File: config.mk
export PLATFORM = sky130hd
export DESIGN_NAME = instruction_fetch_unit
export DESIGN_NICKNAME = d
export VERILOG_FILES = /design/src/rtl/instruction_fetch_unit.sv
export SDC_FILE = /design/constraint.sdc
export NUM_CORES = 1
export LEC_CHECK = 0
export ABC_AREA = 0
export BUFFER_PORTS_ARGS = -buffer_cell sky130_fd_sc_hd__buf_2
export CAP_MARGIN = 20
export CORE_UTILIZATION = 50
export CTS_BUF_LIST = sky130_fd_sc_hd__clkbuf_8 sky130_fd_sc_hd__clkbuf_16
export CTS_CLUSTER_SIZE = 16
export DETAILED_ROUTE_END_ITERATION = 12
export PLACE_DENSITY_LB_ADDON = 0.3
export SYNTH_ARGS = -nofsm -noshare
export SYNTH_HDL_FRONTEND = slang
export SYNTH_SLANG_ARGS = --single-unit
File: constraint.sdc
create_clock -name clk -period 6.5 [get_ports clk]
set_input_delay 1.3 -clock clk [delete_from_list [all_inputs] [get_ports clk]]
set_output_delay 1.3 -clock clk [all_outputs]
set_load 0.02 [all_outputs]
File: src/rtl/instruction_fetch_unit.sv
// instruction_fetch_unit: PC owner issuing in-order imem word reads, buffering {pc,instr} for decode.
//  Ports:
//   clk, rst_n                       clock, asynchronous active-low reset
//   imem_req_valid/ready, imem_addr  read request to the instruction memory (held until accepted)
//   imem_rsp_valid, imem_rsp_data    in-order read responses, never back-pressured
//   redirect_valid, redirect_pc      taken branch/jump: flush buffer, drop in-flight data, refetch
//   if_valid/ready, if_instr, if_pc, if_pc_plus4  head of the fetch buffer toward decode
module instruction_fetch_unit #(
  parameter logic [31:0] RESET_PC = 32'h0000_0000,
  parameter int MAX_OUT = 2,
  parameter int FB_DEPTH = 4
) (
  input  logic        clk,
  input  logic        rst_n,
  output logic        imem_req_valid,
  input  logic        imem_req_ready,
  output logic [31:0] imem_addr,
  input  logic        imem_rsp_valid,
  input  logic [31:0] imem_rsp_data,
  input  logic        redirect_valid,
  input  logic [31:0] redirect_pc,
  output logic        if_valid,
  input  logic        if_ready,
  output logic [31:0] if_instr,
  output logic [31:0] if_pc,
  output logic [31:0] if_pc_plus4
);
  localparam int FAW = FB_DEPTH > 1 ? $clog2(FB_DEPTH) : 1;
  localparam int QAW = MAX_OUT > 1 ? $clog2(MAX_OUT) : 1;
  localparam int CW = $clog2(FB_DEPTH + 1);
  localparam logic [CW-1:0] MAX_C = CW'(MAX_OUT);
  localparam logic [CW-1:0] FB_FULL = CW'(FB_DEPTH);
  localparam logic [CW:0] DEPTH_C = (CW+1)'(FB_DEPTH);
  localparam logic [FAW-1:0] FB_LAST = FAW'(FB_DEPTH - 1);
  localparam logic [QAW-1:0] Q_LAST = QAW'(MAX_OUT - 1);
  logic [31:0] pc;
  logic [CW-1:0] out_cnt, drop_cnt, fb_cnt;
  logic [FAW-1:0] fb_rd, fb_wr;
  logic [QAW-1:0] q_rd, q_wr;
  logic [31:0] q_pc [MAX_OUT];
  logic [31:0] fb_pc [FB_DEPTH];
  logic [31:0] fb_instr [FB_DEPTH];
  logic issue, push, pop;
  // Credit: every outstanding read already owns a buffer slot, so responses can never overflow.
  assign imem_req_valid = rst_n && out_cnt < MAX_C && ({1'b0, out_cnt} + {1'b0, fb_cnt}) < DEPTH_C && !redirect_valid;
  assign imem_addr = pc;
  assign issue = imem_req_valid && imem_req_ready;
  assign push = imem_rsp_valid && drop_cnt == '0 && !redirect_valid;
  assign pop = if_valid && if_ready && !redirect_valid;
  assign if_valid = fb_cnt != '0;
  assign if_instr = fb_instr[fb_rd];
  assign if_pc = fb_pc[fb_rd];
  assign if_pc_plus4 = if_pc + 32'd4;
  always_ff @(posedge clk or negedge rst_n)
    if (!rst_n) begin
      pc <= RESET_PC;
      out_cnt <= '0;
      drop_cnt <= '0;
      fb_cnt <= '0;
      fb_rd <= '0;
      fb_wr <= '0;
      q_rd <= '0;
      q_wr <= '0;
      for (int i = 0; i < FB_DEPTH; i++) begin
        fb_pc[i] <= '0;
        fb_instr[i] <= '0;
      end
    end else begin
      out_cnt <= out_cnt + CW'(issue) - CW'(imem_rsp_valid);
      if (issue) q_wr <= q_wr == Q_LAST ? '0 : q_wr + 1'b1;
      if (imem_rsp_valid) q_rd <= q_rd == Q_LAST ? '0 : q_rd + 1'b1;
      if (redirect_valid) begin
        // Every read still in flight after this cycle belongs to the old path.
        pc <= {redirect_pc[31:2], 2'b00};
        drop_cnt <= out_cnt - CW'(imem_rsp_valid);
        fb_cnt <= '0;
        fb_rd <= '0;
        fb_wr <= '0;
      end else begin
        if (issue) pc <= pc + 32'd4;
        if (imem_rsp_valid && drop_cnt != '0) drop_cnt <= drop_cnt - 1'b1;
        if (push) begin
          fb_pc[fb_wr] <= q_pc[q_rd];
          fb_instr[fb_wr] <= imem_rsp_data;
          fb_wr <= fb_wr == FB_LAST ? '0 : fb_wr + 1'b1;
        end
        if (pop) fb_rd <= fb_rd == FB_LAST ? '0 : fb_rd + 1'b1;
        fb_cnt <= fb_cnt + CW'(push) - CW'(pop);
      end
    end
  always_ff @(posedge clk)
    if (issue) q_pc[q_wr] <= pc;
  a_no_overflow: assert property (@(posedge clk) disable iff (!rst_n) !(push && !pop && fb_cnt == FB_FULL));
endmodule

==> metrics.md <==
| Metric | Value |
|---|---|
| Grt ovf | 0 |
| Worst hold path stage count | 2 |
| Post-Synth XOR/XNOR Area | 2.32% |
| H-Tree Depth | 2 |
| EDFF count, synth | 60 |
| Reg2Reg Capture Point | fb_instr[41]$_DFFE_PN0P_ |
| Mapped Cells | 1,219 |
| Final setup fails | 0 |
| Final Cell Area | 18,400 sq um |
| R2R depth | 7 |
| CTS max path bufs | 3 |
| DR vias | 10,266 |
| Fin Clk Skew | 15.8 ps |
| Final Hold Fails | 0 |
| WL final | 34.0 mm |
| Mean Syn Cell Area | 13.0 sq um |
| Top cells by area, synth | dfrtp_1 (46%), edfxtp_1 (11%), mux2_2 (9.1%) |
| Detail Placement HPWL | 21.9 mm |
| CTS Buf Count | 38 |
| Cell chain of the critical path | mux4_2, ha_1, and3_1, and4_1, nor2b_1, xnor2_1, buf_2 |
| Placed cell count | about 1,700 |
| Cts repair resizes | 0 |
| # rows | 64 |
| Vias in the first global route | 10,253 |
| Multiplexer share of the synthesized area | 20.1% |
| Routability Congestion | ~0.8 |
| Number of port buffers | 191 |
| Root Buffer | clkbuf_16 |
| Crit Path Category | register to output pin |
| Initial drt markers | about 700 |
| Crit-path max cell delay | 900 ps |
| Arr. time, crit path | 3390 ps |
| Area post-placement | 17,100 sq um |
| Sequential fraction of the synthesis area | 57.6% |
| Die Ht | 180 um |
| Top-count cell post-synth | dfrtp_1 |
| Filler cell count in the final layout | 2,503 |
| Antenna Violating Nets Remaining | 0 |
| Clock-pin slew on the worst setup and hold paths | ~60 ps |
| Antenna diodes | 0 |
| Internal reg-to-reg setup slack | between 3000 and 4000 ps |
| CTS Sinks | 353 |
| Max-Cap Viols | 0 |
| Area leader, netlist | dfrtp_1 |
| Status | complete, no violations |
| Post-CTS Hold Fix Bufs | 0 |
| Routed len/inst | between 15 and 20 um |
| Layout area overhead | 16.0% |
| Layout Nets | 1,481 |
| Crit path required time | 5200 ps |
| WHS | 475 ps |
| Vias/cell | 5.65 |
| Core area | 30,900 sq um |
| CP startpoint kind | register |
| Starting Density | 51.3% |
| Most common flop cell mapped by yosys | dfrtp_1 |
| Worst r2r src | drop_cnt[0]$_DFFE_PN0P_ |
| PD cells | roughly 420 nW/um^2 |
| Compound-Gate Fraction of Synth Area | 6.44% |
| Die width | 180 um |
| Adder-cell area share of the yosys netlist | 1.59% |
| Slew Limit Fails | 0 |
| Area share of and/or/nand/nor cells after synthesis | about 9% |
| Commonest cells post-synth | dfrtp_1 (293), nand2_1 (170), o21ai_0 (140), mux2_2 (128), mux4_2 (61) |
| Hold Crit Class | register to register |
| Synth Warn # | 0 |
| Hold path start | fb_pc[50]$_DFFE_PN0P_ |
| Largest net degree at the start of global routing | 85 |
| Main combinational cell family by area after synthesis | multiplexers |
| # IOs | 200 |
| Leakage power | 8.49 nW |
| Least-Margin Pin Slew | between 900 and 1000 ps |
| Share of layout cells above drive strength 1 | approximately 33% |
| Peak supply drop | 200 uV |
| Drt pass-1 iters | 5 |
| Non-Filler Instances | roughly 1,800 |
| CTS tree | yes |
| Distinct cells, synth | 57 |
| Share of the synthesized area in the top cell type | 46.3% |
| First-pass GRT wire length | 55.8 mm |
| Die ar. | 32,400 sq um |
| Antenna violations before repair | 0 |
| Syn Std Cell Area | 15,800 sq um |
| Clock Latency Late Sink | 520 ps |
| Synthesis-stage register bit count | ~350 |
| Max Fclk | roughly 210 MHz |
| Post-CTS Setup Bufs | 0 |
| Setup crit end kind | output pin |
| WHS Endpoint | fb_pc[50]$_DFFE_PN0P_ |
| Worst-path fanout max | 34 |
| Total track usage | 21.6% |
| Drc violations | 0 |
| Final Cycle Share | 72.1% |
| Total negative slack | 0 ps |
| Slew HR | 39.5% |
| Critical Path Slowest Stage Cell | dfrtp_4 |
| Fraction of registers with async set/reset | between 80 and 90% |
| Final min period | 4690 ps |
| Final core utilization | 59.5% |
| RSZ-0062 raised after global routing | no |
## routing by layer
layer  vias up  wire length, um  track usage (%)
met2       259            15800             33.4
met3        48             1440             3.11
met5         -                0                0
li1       4760                -                -
met4         0              561             5.37
met1      5199            16200             32.4
## logic make-up (layout without fill, tap and decap cells)
kind of cell | count (synthesis) | in the layout
buffers and inverters | 102 | 299
adders and majority gates | 19 | 19
other | 1 | 6
xor gates and xnor gates | 42 | 42
muxes | 224 | 224
DFF | 353 | 353
and+or+nand+nor | 296 | 296
AOI/OAI and AO/OA | 182 | 182
## area by class of cell
type | instances | area (sq um) | area share [%]
well taps | 396 | 495 | 2.70
flip-flops and latches | 353 | 9140 | 49.7
repair buffers | 208 | 1110 | 6.06
clock buffers | 45 | 1080 | 5.88
multi-input cells | 769 | 6290 | 34.2
inverters | 22 | 82.6 | 0.449
clock inverters | 24 | 180 | 0.980
## worst max path at each step
| stage | startpoint | slack, ps | end |
|---|---|---|---|
| after floorplan | rst_n | 2640 | q_pc[0][10]$_DFFE_PP_ |
| after global placement | fb_rd[0]$_DFFE_PN0P_ | 2300 | if_pc_plus4[12] |
| after detailed placement | fb_rd[0]$_DFFE_PN0P_ | 2290 | if_pc_plus4[12] |
| after CTS | fb_rd[0]$_DFFE_PN0P_ | 1730 | if_pc_plus4[12] |
| after global routing | fb_rd[0]$_DFFE_PN0P_ | 1560 | if_pc_plus4[19] |
| final | fb_rd[0]$_DFFE_PN0P_ | 1810 | if_pc_plus4[12] |
## state kept, by name, summed over array words and instances, names as in the netlist
register   cells
out_cnt        3
q_rd           1
imem_addr     30
fb_wr          2
fb_pc        120
q_pc          60
drop_cnt       3
q_wr           1
fb_rd          2
fb_cnt         3
fb_instr     128
## through the flow
| step | setup WS (ps) | total power (W) |
|---|---|---|
| after CTS | 1730 | 0.00779 |
| after global placement | 2300 | 0.00554 |
| after detailed placement | 2290 | 0.00562 |
| after global routing | 1560 | 0.00814 |
| after floorplan | 2640 | 0.00482 |
| final | 1810 | 0.00770 |
## cells in the final DEF (no fill, tap or decap), drive strengths merged, types with 6 or more instances in the layout
master / netlist / final
clkbuf: 45 / 45
and2: 6 / 6
a21oi: 8 / 8
clkinv: 0 / 12
nand3: 32 / 32
nor4: 8 / 8
mux2i: 34 / 34
dfrtp: 293 / 293
and3: 7 / 7
mux4: 62 / 62
nor3: 8 / 8
o21ai: 141 / 141
o211ai: 7 / 7
and4: 7 / 7
ha: 17 / 17
edfxtp: 60 / 60
nand4: 18 / 18
mux2: 128 / 128
nand2: 170 / 170
nor2: 23 / 23
o311ai: 6 / 6
buf: 35 / 208
xor2: 13 / 13
inv: 22 / 31
conb: 1 / 6
xnor2: 29 / 29
## report_power, final
part	switching [W]	leakage (nW)	internal, W
clock	0.000842	0.664	0.00130
sequential	0.000332	4.44	0.00270
combinational	0.00144	3.39	0.00109
## critical path, delay by kind of cell (launching register included)
| family | cells | cell delay (ps) |
|---|---|---|
| xor gates and xnor gates | 1 | 120 |
| buffers and inverters | 1 | 180 |
| muxes | 1 | 650 |
| and+or+nand+nor | 3 | 730 |
| DFF | 1 | 900 |
| adders and majority gates | 1 | 270 |
Note: power is estimated with default switching activity, not from simulation.
